File: src/rtl/serial_add_ctrl.sv
// Bit-serial adder sequencer: one full-adder stage reused LSB-first over WIDTH clocks.
// state  | meaning
// IDLE   | waiting for start; operands captured on the accepting edge
// RUN    | one result bit per clock, busy=1
// DONE   | one-cycle done pulse, then back to IDLE
module serial_add_ctrl #(
    parameter int WIDTH = 8
) (
    input  logic             clk,
    input  logic             rst,
    input  logic             start,
    input  logic [WIDTH-1:0] a,
    input  logic [WIDTH-1:0] b,
    input  logic             cin,
    output logic             busy,
    output logic             done,
    output logic [WIDTH-1:0] sum,
    output logic             cout,
    output logic             ovf
);

    localparam int CW = (WIDTH > 2) ? $clog2(WIDTH) : 1;

    typedef enum logic [1:0] {
        S_IDLE = 2'd0,
        S_RUN  = 2'd1,
        S_DONE = 2'd2
    } state_t;

    state_t         state;
    state_t         state_nxt;
    logic [WIDTH-1:0] sa;
    logic [WIDTH-1:0] sb;
    logic [WIDTH-1:0] res;
    logic             carry_ff;
    logic [CW-1:0]    cnt;
    logic             s;
    logic             co;
    logic             last;

    assign s    = sa[0] ^ sb[0] ^ carry_ff;
    assign co   = (sa[0] & sb[0]) | (sa[0] & carry_ff) | (sb[0] & carry_ff);
    assign last = (cnt == CW'(WIDTH - 1));

    always_ff @(posedge clk) begin
        if (rst) begin
            state <= S_IDLE;
        end else begin
            state <= state_nxt;
        end
    end

    always_comb begin
        state_nxt = state;
        case (state)
            S_IDLE:  if (start) state_nxt = S_RUN;
            S_RUN:   if (last)  state_nxt = S_DONE;
            S_DONE:  state_nxt = S_IDLE;
            default: state_nxt = S_IDLE;
        endcase
    end

    always_comb begin
        busy = (state == S_RUN);
        done = (state == S_DONE);
    end

    // Datapath: the last RUN edge writes the completed word straight into sum.
    always_ff @(posedge clk) begin
        if (rst) begin
            sa       <= '0;
            sb       <= '0;
            res      <= '0;
            carry_ff <= 1'b0;
            cnt      <= '0;
            sum      <= '0;
            cout     <= 1'b0;
            ovf      <= 1'b0;
        end else if (state == S_IDLE) begin
            if (start) begin
                sa       <= a;
                sb       <= b;
                carry_ff <= cin;
                cnt      <= '0;
            end
        end else if (state == S_RUN) begin
            sa       <= sa >> 1;
            sb       <= sb >> 1;
            res      <= {s, res[WIDTH-1:1]};
            carry_ff <= co;
            cnt      <= cnt + CW'(1);
            if (last) begin
                sum  <= {s, res[WIDTH-1:1]};
                cout <= co;
                ovf  <= carry_ff ^ co;
            end
        end
    end

endmodule
File: config.mk
export PLATFORM = sky130hd
export DESIGN_NAME = serial_add_ctrl
export DESIGN_NICKNAME = d
export VERILOG_FILES = /design/src/rtl/serial_add_ctrl.sv
export SDC_FILE = /design/constraint.sdc
export NUM_CORES = 1
export LEC_CHECK = 0
export CORE_ASPECT_RATIO = 0.5
export CORE_UTILIZATION = 53
export CTS_BUF_LIST = sky130_fd_sc_hd__clkbuf_8
export DETAILED_ROUTE_END_ITERATION = 7
export HOLD_SLACK_MARGIN = 0.12
export PLACE_DENSITY = 0.86
export SLEW_MARGIN = 0
export SYNTH_ARGS = -nofsm -noshare
export SYNTH_HDL_FRONTEND = slang
export SYNTH_SLANG_ARGS = --single-unit
File: constraint.sdc
create_clock -name clk -period 1.7 [get_ports clk]
set_clock_uncertainty 0.2 [all_clocks]
set_input_delay 0.255 -clock clk [delete_from_list [all_inputs] [get_ports clk]]
set_output_delay 0.255 -clock clk [all_outputs]
set_load 0.005 [all_outputs]
-- Word level (Yosys, flattened, before mapping)
Cells that the tools add are included.
- $add $sub $neg: 1
- muxes and demuxes: 15
- bitwise logic cells: 9
- equal/unequal tests: 5
- reductions and logical operators: 6
- operator list (operator ; count):
    $mux 8 ; 6
    $mux 3 ; 3
    $reduce_and 2->1 ; 3
    $mux 2 ; 2
    $pmux 2 s2 ; 1
    $add 3x1->3 const B ; 1
    $and 1x1->1 ; 3
    $eq 3x3->1 const B ; 1
    $mux 1 ; 3
    $reduce_and 3->1 ; 1
    $xor 1x1->1 ; 3
    $eq 2x1->1 const B ; 1
    $eq 2x2->1 const B ; 1
    $logic_not 2->1 ; 1
    $ne 2x1->1 const B ; 1
    $ne 2x2->1 const B ; 1
    $or 1x1->1 ; 2
    $reduce_bool 2->1 ; 1
    $not 1->1 ; 1
- register bits after elaboration: 40
- output and inout port bits: 12
- input port bits: 20

-- Logic depth before layout (Yosys ltp)
- word-level depth: 5
- mapped depth: 6

-- Worst setup path before layout
OpenSTA, ideal clock, no wires.
- kind: reg-to-reg
- from: reg cnt[0]
- to: reg ovf
- period minus slack after synthesis: 1.493 ns
- stages on the path, launching flop included: 6
- arrival: 1.207 ns
- setup time: 0.087 ns
- slack: 0.207 ns
- path through: dfxtp_1 -> ha_1 -> ha_1 -> and3b_1 -> buf_2 -> a211oi_1
- longest elaborated chain between the ends: 2
- ends and longest elaborated chain (what ; line ; RTL):
    start: declaration ; 36 ; logic [CW-1:0] cnt;
    start signal: assignment ; 91 ; cnt <= cnt + CW'(1);
    $eq 3x3->1 ; 43 ; assign last = (cnt == CW'(WIDTH - 1));
    $reduce_and 3->1 (no line) ; -- ;
    end signal: assignment ; 95 ; ovf <= carry_ff ^ co;
    end: declaration ; 19 ; output logic ovf
No other way between the ends.
A chain may end at the register's enable or synchronous reset.

-- Worst setup path after layout
- from: reg cnt[0]
- to: reg sum[2]
- longest elaborated chain between the ends: 2
- ends and longest elaborated chain (what ; line ; RTL):
    $eq 3x3->1 ; 43 ;
    $reduce_and 3->1 (no line) ; -- ;
    end signal: assignment ; 93 ; sum <= {s, res[WIDTH-1:1]};
    end: declaration ; 17 ; output logic [WIDTH-1:0] sum,
No other way between the ends.

==> impl_metrics.json <==
{
  "fp.coreArea_mm2": 0.00277,
  "slew_violations": 0,
  "vias": 1288,
  "hpwlAfterDp_um": 2030,
  "syn_avg_cell_area_um2": 9.69,
  "cts_tree": "yes",
  "wire_per_inst_um": 12.5,
  "rows": 13,
  "synthFlopType": "dfxtp_1",
  "clock_path_buffers": 2,
  "seq_area_frac_synth_pct": 47.4,
  "clock_latency_ns": 0.28,
  "cp_num_buf_inv": 1,
  "power_frac_comb_pct": 14.0,
  "crit_path_top_delay_cell": "dfxtp_1",
  "path_delay_family": "flip-flops",
  "io_buffers": 31,
  "place_inst": 233,
  "cts_sinks": 39,
  "p_clk_share_pct": 30.8,
  "sw_frac_of_total_pct": 24.1,
  "grt_max_degree": 40,
  "die_area_mm2": 0.00335,
  "cts_made_buffers": 5,
  "power_leakage_nw": 0.785,
  "root_buffer": "clkbuf_8",
  "multi_input_area_um2": 795,
  "async_reset_ff_share_pct": 0,
  "start_util_pct": 59.5,
  "yosysWarnings": 0,
  "io_pins": 32,
  "grt_pass1_vias": 1174,
  "max_slew_margin_pct": 83.1,
  "hp-class": "reg2reg",
  "cp.required_ns": 1.72,
  "dieWidth_um": 80.8,
  "drc": 0,
  "p_int_w": 0.00136,
  "antenna_left": 0,
  "critPathMaxFanout": 8,
  "register_area_um2": 786,
  "final_common_cell": "dfxtp_1",
  "finalHoldViolCount": 0,
  "die_y_um": 41.4,
  "end_kind": "flip-flop",
  "path_class": "reg2reg",
  "rsz0062_at_grt": "no",
  "first_pass_iters": 4,
  "vias_per_cell": 5.37,
  "synth.net_count": 193,
  "worst_slew_pin_slew_ns": 0.253,
  "nets": 227,
  "start_kind": "flip-flop",
  "clk_pin_slew_ns": 0.07,
  "fill_cells": 205,
  "critPathArrivalTime_ns": 1.60,
  "final_cell_mix": "dfxtp_1 (37), nand2_1 (32), clkdlybuf4s50_1 (29)",
  "synth_cell_types": 23,
  "antenna_found_initial": 0,
  "grt_pass1_wl_um": 5170,
  "peakVddDrop_v": 0.000587,
  "seqPwrFrac_pct": 55.2,
  "setup_ws_ns": 0.114,
  "fin_crit_sh_pct": 93.3,
  "synth_edf_count": 0,
  "fmax_mhz": 631,
  "place_area_mm2": 0.00201,
  "n_antenna_cell": 0,
  "setup_violations": 0,
  "place.gp.congestion": 0.763,
  "grt_overflow_total": 0,
  "fin_crit_ns": 1.59,
  "grt_usage_pct": 20.4,
  "drt-initial-drc-count": 64,
  "synthCells": 170,
  "cts_max_level": 2,
  "power_density_mw_per_mm2": 847,
  "maxCapViolations": 0,
  "finalNonFillerCells": 240,
  "pre_cts_ws_ns": 0.0664,
  "path_cells": "ha_1 -> ha_2 -> and3b_2 -> buf_4 -> nand2_1 -> a21oi_1",
  "syn_area_mm2": 0.00165,
  "design_area_mm2": 0.00211,
  "synth_seq_cells": 39,
  "p_switching_w": 0.000430,
  "fin_util_pct": 76.2,
  "outcome": "finished, final reports clean",
  "routed_wl_um": 3010,
  "syn_to_final_growth_pct": 28.0,
  "final.setup.tns_ns": 0,
  "max_stage_delay_ns": 0.38,
  "drive_above_1_share_pct": 17.7
}
[worst paths after layout]
path	startpoint	slack (ns)	cells after the start	to
max	cnt[0]$_SDFFE_PP0P_	0.11	6	sum[2]$_SDFFE_PP0P_
min	sum[6]$_SDFFE_PP0P_	0.25	2	sum[6]$_SDFFE_PP0P_
max reg2reg	cnt[0]$_SDFFE_PP0P_	0.11	6	sum[2]$_SDFFE_PP0P_
min reg2reg	sum[6]$_SDFFE_PP0P_	0.25	2	sum[6]$_SDFFE_PP0P_
[final cells by class]
class                           instances  share of cell area, %
Clock inverter                          1                  0.178
Multi-Input combinational cell        118                   37.7
Tap cell                               37                   2.20
Timing Repair Buffer                   39                   19.2
Clock buffer                            5                   3.26
Inverter                                1                  0.178
Sequential cell                        39                   37.3
[cell usage after synthesis, types with 2 or more instances]
cell type  count  area, um2
dfxtp_1       39        781
nand2_1       32        120
nor2_1        22       82.6
a21oi_1       16       80.1
mux2i_1       15        150
a211oi_2      14        175
a211oi_1       4       30.0
a22oi_1        4       30.0
buf_4          4       30.0
buf_2          3       15.0
clkbuf_1       3       11.3
buf_6          2       22.5
ha_1           2       25.0
[what timing repair did]
item                       4_1_cts  5_1_grt
hold buffers                     0        0
pin swaps                        0        0
setup endpoints to repair        2        8
gates resized for setup          6        2
setup buffers                    1        0
[per-stage QoR]
step | total power [W] | hold slack (ns)
6_report | 0.00179 | 0.253
3_5_place_dp | 0.00126 | 0.248
2_1_floorplan | 0.00117 | 0.203
4_1_cts | 0.00181 | 0.258
3_3_place_gp | 0.00125 | 0.242
5_1_grt | 0.00187 | 0.269
[flip-flops by register name, indices dropped and copies added, names as in the netlist]
signal and cells:
res 7, sa 8, carry_ff 1, sb 8, cout 1, ovf 1
cnt 3, state 2, sum 8
[power groups by stage]
stage	registers, W	clock network [W]	logic [W]
2_1_floorplan	0.000997	0	0.000169
6_report	0.000985	0.000550	0.000251
3_3_place_gp	0.00100	0	0.000243
5_1_grt	0.000989	0.000612	0.000273
3_5_place_dp	0.00100	0	0.000251
4_1_cts	0.000985	0.000569	0.000252
[cell families (layout without fill, tap and decap cells)]
family	count (synthesis)	in the layout	synth area share, %
AND/OR/NAND/NOR	59	59	14.7
AO/OA/AOI/OAI	40	40	20.4
flip-flops	39	39	47.4
multiplexers	15	15	9.12
buffers and inverters	13	46	5.01
adder cells (fa/ha/maj)	3	3	2.74
XOR/XNOR	1	1	0.532
[per-layer routing]
metal / vias up / GRT usage [%] / wire length, um
met2: 36 / 32.6 / 1430
li1: 648 / - / -
met5: - / 0 / 0
met4: 0 / 10.7 / 40
met3: 5 / 7.03 / 132
met1: 599 / 24.3 / 1410
[worst min-delay path, cell delays in order (launching register included)]
cell and delay, ns:
dfxtp_1 0.31, nand2_1 0.05, a21oi_1 0.05
(Power assumes the default switching activity.)
